==> config.mk <==
export PLATFORM = sky130hd
export DESIGN_NAME = fp_mul_param_unit
export DESIGN_NICKNAME = d
export VERILOG_FILES = /design/src/rtl/fp_mul_param_unit.sv
export SDC_FILE = /design/constraint.sdc
export NUM_CORES = 1
export LEC_CHECK = 0
export CAP_MARGIN = 20
export CORE_UTILIZATION = 35
export DETAILED_ROUTE_END_ITERATION = 6
export PLACE_DENSITY = 0.51
export SKIP_LAST_GASP = 1
export SYNTH_ARGS = -nofsm -noshare
export SYNTH_HDL_FRONTEND = slang
export SYNTH_SLANG_ARGS = --single-unit
==> constraint.sdc <==
create_clock -name clk_i -period 5.1 [get_ports clk_i]
set_clock_uncertainty 0.15 [all_clocks]
set_input_delay 0.51 -clock clk_i [delete_from_list [all_inputs] [get_ports clk_i]]
set_output_delay 0.51 -clock clk_i [all_outputs]
set_load 0.05 [all_outputs]
==> src/rtl/fp_mul_param_unit.sv <==
// fp_mul_param_unit: iterative parametrised floating-point multiplier with rounding modes and exception flags
module fp_mul_param_unit #(
  parameter int EXP_W = 8,
  parameter int MAN_W = 23,
  parameter int STEP  = 2
) (
  input  logic                   clk_i,
  input  logic                   rst_n_i,
  input  logic                   clk_en_i,
  input  logic                   flush_i,
  input  logic                   valid_i,
  output logic                   ready_o,
  input  logic [EXP_W+MAN_W:0]   op_a_i,
  input  logic [EXP_W+MAN_W:0]   op_b_i,
  input  logic [2:0]             rm_i,
  output logic                   valid_o,
  input  logic                   ready_i,
  output logic [EXP_W+MAN_W:0]   result_o,
  output logic [3:0]             flags_o
);
  localparam int M  = MAN_W + 1;
  localparam int P  = 2 * M;
  localparam int N  = (M + STEP - 1) / STEP;
  localparam int EW = EXP_W + 2;
  localparam int CW = $clog2(N + 1);
  localparam logic signed [EW-1:0] BIAS  = EW'((1 << (EXP_W - 1)) - 1);
  localparam logic signed [EW-1:0] EMAX  = EW'((1 << EXP_W) - 1);
  localparam logic signed [EW-1:0] EZERO = '0;
  localparam logic [EXP_W+MAN_W:0] QNAN  = {1'b0, {EXP_W{1'b1}}, 1'b1, {(MAN_W-1){1'b0}}};
  localparam logic [EXP_W+MAN_W-1:0] MAXF = {{(EXP_W-1){1'b1}}, 1'b0, {MAN_W{1'b1}}};

  typedef enum logic [2:0] {IDLE, PREPARE, MULTIPLY, NORMALIZE, ROUND, VALID} state_t;
  state_t state_q, state_d;

  logic [EXP_W+MAN_W:0] a_q, a_d, b_q, b_d, res_q, res_d;
  logic [2:0]           rm_q, rm_d;
  logic                 sign_q, sign_d, special_q, special_d;
  logic signed [EW-1:0] exp_q, exp_d;
  logic [P-1:0]         mc_q, mc_d, prod_q, prod_d;
  logic [M-1:0]         mb_q, mb_d;
  logic [CW-1:0]        cnt_q, cnt_d;
  logic [3:0]           flags_q, flags_d;

  logic [EXP_W-1:0] ea, eb;
  logic [MAN_W-1:0] fa, fb;
  logic nan_a, nan_b, inf_a, inf_b, zero_a, zero_b, snan, is_nan, is_nv_inf, is_inf, special, sign_ab;
  logic signed [EW-1:0] exp_sum;
  logic [EXP_W+MAN_W:0] spec_res;
  logic [3:0] spec_flags;

  assign ea        = a_q[MAN_W +: EXP_W];
  assign eb        = b_q[MAN_W +: EXP_W];
  assign fa        = a_q[MAN_W-1:0];
  assign fb        = b_q[MAN_W-1:0];
  assign nan_a     = (&ea) & (|fa);
  assign nan_b     = (&eb) & (|fb);
  assign inf_a     = (&ea) & ~(|fa);
  assign inf_b     = (&eb) & ~(|fb);
  assign zero_a    = ~(|ea);
  assign zero_b    = ~(|eb);
  assign snan      = (nan_a & ~fa[MAN_W-1]) | (nan_b & ~fb[MAN_W-1]);
  assign is_nan    = nan_a | nan_b;
  assign is_nv_inf = (inf_a & zero_b) | (inf_b & zero_a);
  assign is_inf    = inf_a | inf_b;
  assign special   = is_nan | is_inf | zero_a | zero_b;
  assign sign_ab   = a_q[EXP_W+MAN_W] ^ b_q[EXP_W+MAN_W];
  assign exp_sum   = $signed({2'b00, ea}) + $signed({2'b00, eb}) - BIAS;
  assign spec_res  = (is_nan | is_nv_inf) ? QNAN :
                     is_inf ? {sign_ab, {EXP_W{1'b1}}, {MAN_W{1'b0}}} : {sign_ab, {(EXP_W+MAN_W){1'b0}}};
  assign spec_flags = {snan | (~is_nan & is_nv_inf), 3'b000};

  // After NORMALIZE prod_q holds the hidden bit at its MSB
  logic [M-1:0] man;
  logic g, r, s, nx, inc, to_inf, of, uf;
  logic [M:0] sum;
  logic signed [EW-1:0] exp_r;
  logic [MAN_W-1:0] frac_r;
  logic [EXP_W+MAN_W:0] rnd_res;
  logic [3:0] rnd_flags;

  assign man    = prod_q[P-1 -: M];
  assign g      = prod_q[P-1-M];
  assign r      = prod_q[P-2-M];
  assign s      = |prod_q[P-3-M:0];
  assign nx     = g | r | s;
  assign inc    = rm_q == 3'd1 ? 1'b0 : rm_q == 3'd2 ? nx & sign_q : rm_q == 3'd3 ? nx & ~sign_q :
                  rm_q == 3'd4 ? g : g & (r | s | man[0]);
  assign sum    = {1'b0, man} + {{M{1'b0}}, inc};
  assign exp_r  = exp_q + $signed({{(EW-1){1'b0}}, sum[M]});
  assign frac_r = sum[M] ? sum[MAN_W:1] : sum[MAN_W-1:0];
  assign of     = exp_r >= EMAX;
  assign uf     = exp_r <= EZERO;
  assign to_inf = rm_q == 3'd1 ? 1'b0 : rm_q == 3'd2 ? sign_q : rm_q == 3'd3 ? ~sign_q : 1'b1;
  assign rnd_res = of ? (to_inf ? {sign_q, {EXP_W{1'b1}}, {MAN_W{1'b0}}} : {sign_q, MAXF}) :
                   uf ? {sign_q, {(EXP_W+MAN_W){1'b0}}} : {sign_q, exp_r[EXP_W-1:0], frac_r};
  assign rnd_flags = {1'b0, of, uf, nx | of | uf};

  always_comb begin
    state_d   = state_q;
    a_d       = a_q;
    b_d       = b_q;
    rm_d      = rm_q;
    sign_d    = sign_q;
    special_d = special_q;
    exp_d     = exp_q;
    mc_d      = mc_q;
    mb_d      = mb_q;
    prod_d    = prod_q;
    cnt_d     = cnt_q;
    res_d     = res_q;
    flags_d   = flags_q;
    case (state_q)
      IDLE: if (valid_i && !flush_i) begin
        state_d = PREPARE;
        a_d     = op_a_i;
        b_d     = op_b_i;
        rm_d    = rm_i;
        flags_d = '0;
      end
      PREPARE: begin
        state_d   = special ? ROUND : MULTIPLY;
        sign_d    = sign_ab;
        special_d = special;
        exp_d     = exp_sum;
        res_d     = spec_res;
        flags_d   = spec_flags;
        mc_d      = P'({|ea, fa});
        mb_d      = {|eb, fb};
        prod_d    = '0;
        cnt_d     = '0;
      end
      MULTIPLY: begin
        prod_d  = prod_q + mc_q * P'(mb_q[STEP-1:0]);
        mc_d    = mc_q << STEP;
        mb_d    = mb_q >> STEP;
        cnt_d   = cnt_q + 1'b1;
        state_d = cnt_q == CW'(N - 1) ? NORMALIZE : MULTIPLY;
      end
      NORMALIZE: begin
        prod_d  = prod_q[P-1] ? prod_q : prod_q << 1;
        exp_d   = exp_q + $signed({{(EW-1){1'b0}}, prod_q[P-1]});
        state_d = ROUND;
      end
      ROUND: begin
        res_d   = special_q ? res_q : rnd_res;
        flags_d = special_q ? flags_q : rnd_flags;
        state_d = VALID;
      end
      VALID:   state_d = ready_i ? IDLE : VALID;
      default: state_d = IDLE;
    endcase
    if (flush_i) state_d = IDLE;
  end

  always_ff @(posedge clk_i) begin
    if (!rst_n_i) begin
      state_q   <= IDLE;
      a_q       <= '0;
      b_q       <= '0;
      rm_q      <= '0;
      sign_q    <= 1'b0;
      special_q <= 1'b0;
      exp_q     <= '0;
      mc_q      <= '0;
      mb_q      <= '0;
      prod_q    <= '0;
      cnt_q     <= '0;
      res_q     <= '0;
      flags_q   <= '0;
    end else if (clk_en_i) begin
      state_q   <= state_d;
      a_q       <= a_d;
      b_q       <= b_d;
      rm_q      <= rm_d;
      sign_q    <= sign_d;
      special_q <= special_d;
      exp_q     <= exp_d;
      mc_q      <= mc_d;
      mb_q      <= mb_d;
      prod_q    <= prod_d;
      cnt_q     <= cnt_d;
      res_q     <= res_d;
      flags_q   <= flags_d;
    end
  end

  assign ready_o  = state_q == IDLE;
  assign valid_o  = state_q == VALID;
  assign result_o = res_q;
  assign flags_o  = flags_q;
endmodule

==> results of run 1 <==
## cells in the final DEF, fill, tap and decap left out, types with 15 or more instances in the layout
| cell type | instances |
|---|---|
| sky130_fd_sc_hd__a222oi_1 | 16 |
| sky130_fd_sc_hd__xnor2_1 | 49 |
| sky130_fd_sc_hd__o21ai_0 | 58 |
| sky130_fd_sc_hd__a22oi_1 | 31 |
| sky130_fd_sc_hd__fa_1 | 48 |
| sky130_fd_sc_hd__a21o_1 | 32 |
| sky130_fd_sc_hd__clkdlybuf4s50_1 | 110 |
| sky130_fd_sc_hd__nand4_1 | 33 |
| sky130_fd_sc_hd__inv_1 | 170 |
| sky130_fd_sc_hd__nand2_1 | 473 |
| sky130_fd_sc_hd__a22o_1 | 15 |
| sky130_fd_sc_hd__nor2_1 | 149 |
| sky130_fd_sc_hd__o21ai_1 | 19 |
| sky130_fd_sc_hd__nor4_1 | 24 |
| sky130_fd_sc_hd__xor2_1 | 18 |
| sky130_fd_sc_hd__ha_1 | 65 |
| sky130_fd_sc_hd__a21oi_1 | 206 |
| sky130_fd_sc_hd__clkbuf_16 | 30 |
| sky130_fd_sc_hd__a311oi_1 | 45 |
| sky130_fd_sc_hd__dfxtp_1 | 242 |
| sky130_fd_sc_hd__buf_4 | 63 |
| sky130_fd_sc_hd__nand3_1 | 33 |
| sky130_fd_sc_hd__nor3_1 | 23 |
## registers in the layout, summed over array words and instances (netlist names)
signal	count
mc_q	48
mb_q	24
a_q	32
sign_q	1
exp_q	10
prod_q	48
result_o	32
b_q	32
cnt_q	4
state_q	3
rm_q	3
flags_o	4
special_q	1
## where the power goes
group	leakage [nW]	internal [W]	switching, W
registers	1.96	0.00193	0.0000375
logic	4.61	0.000133	0.000182
clock network	0.464	0.00121	0.000874
## final timing paths
kind,start,to,slack [ns],cells after the start
worst min register to register,result_o[1],result_o[1],0.30,2
worst min-delay path,result_o[1],result_o[1],0.30,2
worst max register to register,prod_q[15],result_o[16],0.23,24
worst max-delay path,prod_q[15],result_o[16],0.23,24
## what timing repair did
| item | 4_1_cts | 5_1_grt |
|---|---|---|
| endpoints found under the setup margin | 0 | 30 |
| setup buffers | 0 | 2 |
| hold buffers | 0 | 0 |
| resized for setup | 0 | 20 |
## area by class of cell
| type | count | share of cell area, % |
|---|---|---|
| multi-input combinational | 1552 | 52.64 |
| sequential | 242 | 26.10 |
| timing repair buffer | 176 | 8.674 |
| clock buffer | 46 | 4.637 |
| tap | 592 | 3.990 |
| inverter | 171 | 3.485 |
| clock inverter | 7 | 0.4785 |
## cells by family after synthesis
family,share of synthesized area (%)
AOI/OAI and AO/OA,22.55
muxes,0.3186
buffers and inverters,7.670
and+or+nand+nor,23.16
DFF,30.84
adders and majority gates,11.61
xor gates and xnor gates,3.847
## stage by stage
step / utilization, % / worst slack [ns]
after detailed placement: 39.59 / 0.05731
after floorplan: - / 0.4493
after CTS: 41.74 / 0.02104
after global routing: 41.98 / -0.06839
after global placement: 39.56 / -0.1713
final: 41.98 / 0.2281
## worst max-delay path, stage by stage, from the launching register on
cell,delay (ns)
sky130_fd_sc_hd__dfxtp_1,0.35
sky130_fd_sc_hd__nor4_2,0.06
sky130_fd_sc_hd__nand4_1,0.17
sky130_fd_sc_hd__nor3_1,0.07
sky130_fd_sc_hd__inv_1,0.07
sky130_fd_sc_hd__nand3b_1,0.08
sky130_fd_sc_hd__a21oi_1,0.17
sky130_fd_sc_hd__ha_2,0.22
sky130_fd_sc_hd__ha_2,0.20
sky130_fd_sc_hd__and4_4,0.26
sky130_fd_sc_hd__nand3_4,0.08
sky130_fd_sc_hd__nand2b_4,0.15
sky130_fd_sc_hd__or4_4,0.53
sky130_fd_sc_hd__inv_1,0.08
sky130_fd_sc_hd__ha_2,0.20
sky130_fd_sc_hd__ha_4,0.16
sky130_fd_sc_hd__and3_1,0.22
sky130_fd_sc_hd__xnor2_1,0.22
sky130_fd_sc_hd__nand3_1,0.20
sky130_fd_sc_hd__o41ai_4,0.47
sky130_fd_sc_hd__buf_4,0.20
sky130_fd_sc_hd__a21o_4,0.12
sky130_fd_sc_hd__a21oi_1,0.05
sky130_fd_sc_hd__o21ai_0,0.15
sky130_fd_sc_hd__a21oi_1,0.08
## layer usage
layer  routed length, um  vias to the layer above  share of wire (%)  global-route usage [%]
met5                   0                        -                  0                       0
met4                1197                        0                2.4                   5.591
met3                2536                       68                5.1                   3.061
met2               22150                      337                 45                   34.95
met1               23550                     7127                 48                   30.33
li1                    -                     7370                  -                       -
==> run summary, run 1 <==
The flow ran to the end, but the final reports show violations. The checks that failed: DRC. Summed over all layers, the global routing overflow is 0.

The final-layout fill cell count came out at 4,623. The max-slew headroom at the worst pin came out at 31.05%. The arrival time reported for the critical path endpoint came out at 5.16 ns. The number of antenna diodes is 0. Sorting the synthesized cells by area gives the leading types as sky130_fd_sc_hd__dfxtp_1 31%, sky130_fd_sc_hd__nand2_1 11%, sky130_fd_sc_hd__a21oi_1 6.6%. The final count of pins violating max slew was 0. After clock tree synthesis, the clock-pin slew on the worst setup and hold paths is 0.06 ns. The count of standard-cell rows came out at 77. For this run, the number of Yosys warnings is 0.

The worst-case IR drop observed on VDD is 0.0002524 V. The leakage power came out at 7.027 nW. The remaining antenna violation count after routing is 0. In the routed layout, each cell is associated on average with a via count of 5.349. The clock latency reported for the late side of the worst-skew pair came out at 0.59 ns.

TritonCTS built the clock tree. The biggest area contributor in the post-synthesis netlist is sky130_fd_sc_hd__dfxtp_1. The most used flip-flop cell after synthesis is sky130_fd_sc_hd__dfxtp_1. The global-route usage over all layers is 21.71%. The register area is 0.004845 mm^2. The via count of the first global-routing pass is 14,290. The placeable core region is 0.04422 mm^2. From left edge to right edge, the die measures 213.9 um. The post-synthesis sequential area ratio is 30.84%. The most common cell in the synthesized netlist is sky130_fd_sc_hd__nand2_1. The tightest hold margin is 0.2992 ns. After detailed placement, the total cell area comes to 0.01751 mm^2.

The level count of the clock H-tree came out at 1. Summed over all failing endpoints, the final setup total negative slack is 0 ns. The area added between synthesis and finish is 18.18%. After routing the design area is 0.01856 mm^2.

The non-filler instance count after layout is 2,786. The iteration-0 DRC count of the detailed router came out at 1,030. The number of synthesized flops with an enable pin is 0. The routability congestion estimate from global placement is 0.8847. Based on the critical path, the design can be clocked at up to 205.3 MHz. The total number of vias is 14,900. The share of async-settable or async-resettable flops after synthesis came out at 0%. The number of setup violations in the final report came out at 0. The initial antenna violation count came out at 0. The height of the die came out at 213.9 um. The clock sink count is 242. The number of hold-slack violations in the final timing report came out at 0. The mean area per synthesized cell is 7.466 um^2.

The type of the worst setup path is reg2reg. Total power for the finished layout comes to 0.004361 W. The die outline area is 0.04573 mm^2. 111 I/O pins were placed.

The placed wire-length estimate is 35,780 um. The length of the first detailed-routing pass in iterations came out at 7. The count of input and output buffers came out at 110. Entering global routing, the biggest net connects 95 pins. The average routed wire per standard cell is 17.74 um. The slew at the pin closest to its max-slew limit is 1.034 ns. For this design the ratio of total power to cell area is 234.9 mW/mm^2. The first global-routing pass estimated 78,850 um of wire. The total wire length is 49,430 um. The netlist area before placement came out at 0.01571 mm^2.

The cell total after placement came out at 2,730. In this run the clock root is driven by a sky130_fd_sc_hd__clkbuf_16. The startpoint class of the critical path is a flop. Counting every instance in the synthesized netlist gives 2,104. Counting every net in the synthesized netlist gives 2,294. The portion of the clock cycle consumed by the worst path in the final layout came out at 95.53%. The total of flip-flops plus latches after synthesis is 242. The worst setup path is captured at a flop. The largest driver fanout on the critical path came out at 7. Sorting the synthesized cells by how often they occur yields 474 x sky130_fd_sc_hd__nand2_1, 242 x sky130_fd_sc_hd__dfxtp_1, 206 x sky130_fd_sc_hd__a21oi_1. Setup repair after global routing could not meet its margin everywhere.

The initial core utilization is 35.52%. In the final design database the tool counted 2,363 nets. The ratio of cells with drive above 1 in the final layout came out at 7.748%. The buffer levels on the longest clock path came out at 3.

The synthesized netlist contains 89 unique library cells. The minimum clock period is 4.872 ns. The share of synthesized area in the top cell type comes to 30.84%.

The tool flagged a number of max-cap violations equal to 0. The required time of the critical path came out at 5.38 ns. The combined area of the multi-input logic cells is 0.009772 mm^2. In the routed design, unresolved DRC markers number 1.

The path class of the tightest hold or removal check is reg2reg. Counting the buffers created by CTS gives 30.
No activity file was read; power rests on OpenSTA's default activity.
==> run 2: changes to the inputs <==
- CAP_MARGIN: 20 -> unset
- CORE_MARGIN: unset -> 3
- SKIP_CTS_REPAIR_TIMING: unset -> 1
==> run 2 against run 1 <==
  * The run now ends clean
  * Die area increased by 3.8%
  * Utilization increased by 0.23 points
  * Sequential power about the same
  * Sequential cell count unchanged
  * Maximum frequency grew 1.7%
  * Total power grew 0.45%
  * Non-clock buffer count is 18 lower
  * Combinational power hardly changed
  * Largest power group unchanged
  * Highest routed layer is now met5
==> run summary, run 2 (same netlist as run 1, synthesis figures left out) <==
The global-route usage over all layers is 20.27% (-1.4 points). The ratio of cells with drive above 1 in the final layout is 7.353% (-0.40 points). The worst stage delay on the critical path came to 0.54 ns (about the same).

The total wire length came out at 49,340 um (-0.19%). The top-level port count is 111 (unchanged). The placed wire-length estimate is 35,390 um (-1.1%). The required time of the critical path is 5.43 ns (+0.05 ns). The count of input and output buffers came to 110 (unchanged). The combined area of the multi-input logic cells came out at 0.009789 mm^2 (+0.18%).

The clock latency reported for the late side of the worst-skew pair was 0.59 ns (about the same). The count of standard-cell rows is 76 (-1.3%). The final-layout fill cell count came to 4,552 (-1.5%). The tightest min-delay check is of the reg2reg type. The first-pass GRT wire length was 78,590 um (-0.33%).

The level count of the clock H-tree is 1 (unchanged). The startpoint class of the critical path is a flop. The critical path is of the reg2reg type. The initial antenna violation count came out at 3 (+3).

The die width came out at 217.9 um (+1.9%). The flow ran to the end, and the final reports show no timing, DRC or antenna violations. The routability congestion estimate from global placement came out at 0.8593 (-2.9%). The maximum vdd drop is 0.0002577 V (+2.1%).

The most common cell after layout, fill and taps aside is sky130_fd_sc_hd__nand2_1. The via count of the first global-routing pass came to 14,440 (+1.1%). The cell area power density came out at 237.3 mW/mm^2 (+1.0%). The vias per cell is 5.385 (+0.68%). The portion of the clock cycle consumed by the worst path in the final layout is 93.96% (-1.6 points).

The height of the die came out at 217.9 um (+1.9%). The highest clock frequency the design can meet is 208.7 MHz (+1.7%). The number of hold-slack violations in the final timing report is 0 (unchanged). The slew at the pin closest to its max-slew limit came out at 1.239 ns (+0.2042 ns). The average routed wire per standard cell came out at 17.87 um (+0.72%). The number of antenna diodes is 0 (unchanged). The number of setup violations in the final report came out at 0 (unchanged).

The total number of vias is 14,870 (-0.22%). The largest individual stage delay along the critical path comes from the cell sky130_fd_sc_hd__or4_4. The length of the first detailed-routing pass in iterations is 6 (-1).

The largest net degree at the start of global routing came out at 98 (+3.2%). The max-capacitance violation count came out at 0 (unchanged). The net count reported at finish came out at 2,346 (-0.72%). The number of buffers and inverters on the critical path came out at 2 (-1). The arrival time reported for the critical path endpoint is 5.12 ns (-0.04 ns). The largest driver fanout on the critical path is 12 (+5).

The total negative setup slack is 0 ns (unchanged). The placeable core region is 0.04374 mm^2 (-1.1%). The library cells used most frequently in the layout, excluding fill and tap cells, are 473 x sky130_fd_sc_hd__nand2_1, 241 x sky130_fd_sc_hd__dfxtp_1, 205 x sky130_fd_sc_hd__a21oi_1, 170 x sky130_fd_sc_hd__inv_1, 148 x sky130_fd_sc_hd__nor2_1. The number of buffers inserted during clock tree synthesis came to 31 (+3.3%). Grouping stages by cell kind, the critical path spends the most delay in simple AND/OR/NAND/NOR gates.

The tightest hold margin was 0.3039 ns (+0.004672 ns). In the final layout, the registers with the most flip-flops are mc_q x48, prod_q x48. TritonCTS built the clock tree.

Traced cell by cell, the critical path runs through nor4_1 > nand4_1 > nor3_1 > inv_1 > nand3b_1 > a21oi_2 > ha_2 > ha_1 > and4_4 > nand3_4 > nand2b_4 > or4_4 > inv_1 > ha_1 > ha_2 > xor2_1 > nor2b_1 > nand3_1 > o41ai_4 > nand2_1 > nor2_2 > nor3_4 > a22o_1. The clock root buffer is sky130_fd_sc_hd__clkbuf_16. The area added between synthesis and finish came out at 17.52%. The final count of pins violating max slew is 0 (unchanged). The max-slew headroom at the worst pin is 17.13% (-14 points). The total congestion overflow after global routing came to 0 (unchanged). The register area is 0.004846 mm^2 (about the same).

The buffer levels on the longest clock path came out at 3 (unchanged). The worst setup path is captured at a flop. The count of unresolved DRC violations after routing is 0 (-1). The initial core utilization is 35.91% (+0.39 points). The die outline area came out at 0.04746 mm^2 (+3.8%). The minimum clock period is 4.792 ns (-0.07975 ns). The leakage power came to 6.964 nW (-0.90%). The clock sink count is 242 (unchanged). The remaining antenna violation count after routing came out at 0 (unchanged). The iteration-0 DRC count of the detailed router is 1,136 (+10%). Setup repair after global routing could not meet its margin everywhere. The clock input transition at the sequential cells of the worst setup and hold paths is 0.06 ns (about the same).
## run 2: layer usage
| layer | part of all wire, % | track usage (%) |
|---|---|---|
| met1 | 48 | 28.73 |
| met2 | 45 | 32.58 |
| met3 | 5.2 | 3.330 |
| met4 | 1.9 | 4.262 |
| met5 | 0.067 | 0 |
## run 2: worst reg2reg max path, stage by stage (launching register included)
cell and delay [ns]:
sky130_fd_sc_hd__dfxtp_1 0.34, sky130_fd_sc_hd__nor4_1 0.06, sky130_fd_sc_hd__nand4_1 0.17, sky130_fd_sc_hd__nor3_1 0.08, sky130_fd_sc_hd__inv_1 0.07, sky130_fd_sc_hd__nand3b_1 0.09
sky130_fd_sc_hd__a21oi_2 0.14, sky130_fd_sc_hd__ha_2 0.19, sky130_fd_sc_hd__ha_1 0.17, sky130_fd_sc_hd__and4_4 0.26, sky130_fd_sc_hd__nand3_4 0.09, sky130_fd_sc_hd__nand2b_4 0.16
sky130_fd_sc_hd__or4_4 0.54, sky130_fd_sc_hd__inv_1 0.09, sky130_fd_sc_hd__ha_1 0.17, sky130_fd_sc_hd__ha_2 0.21, sky130_fd_sc_hd__xor2_1 0.24, sky130_fd_sc_hd__nor2b_1 0.17
sky130_fd_sc_hd__nand3_1 0.15, sky130_fd_sc_hd__o41ai_4 0.39, sky130_fd_sc_hd__nand2_1 0.15, sky130_fd_sc_hd__nor2_2 0.23, sky130_fd_sc_hd__nor3_4 0.13, sky130_fd_sc_hd__a22o_1 0.27
## run 2: final timing paths
kind / start / end / slack (ns) / cells after the start
setup reg to reg: prod_q[9] / result_o[17] / 0.31 / 23
setup / recovery: prod_q[9] / result_o[17] / 0.31 / 23
hold / removal: result_o[1] / result_o[1] / 0.30 / 2
hold reg to reg: result_o[1] / result_o[1] / 0.30 / 2
## run 2: layout make-up
cell class,count,share of cell area [%]
Clock buffer,41,4.622
Timing Repair Buffer,158,8.052
Inverter,171,3.504
Multi-Input combinational cell,1552,53.03
Tap cell,585,3.965
Sequential cell,242,26.25
Clock inverter,12,0.5829
## run 2: through the flow
step	setup WS, ns	area (um^2)	total power, W	instances	util, %
floorplan	0.4493	15710	0.002167	2104	-
finish	0.3079	18460	0.004381	2761	42.21
CTS	-0.3261	18350	0.004441	2760	41.96
global route	-0.04079	18460	0.004549	2761	42.21
detailed placement	-0.2727	17390	0.002311	2707	39.76
global placement	-0.1540	17390	0.002307	2707	39.76
## run 2: report_power, final
part	internal (W)	switching (W)	total, W
Combinational	0.000130	0.000183	0.000313
Sequential	0.00193	0.0000366	0.00196
Clock	0.00122	0.000887	0.00211
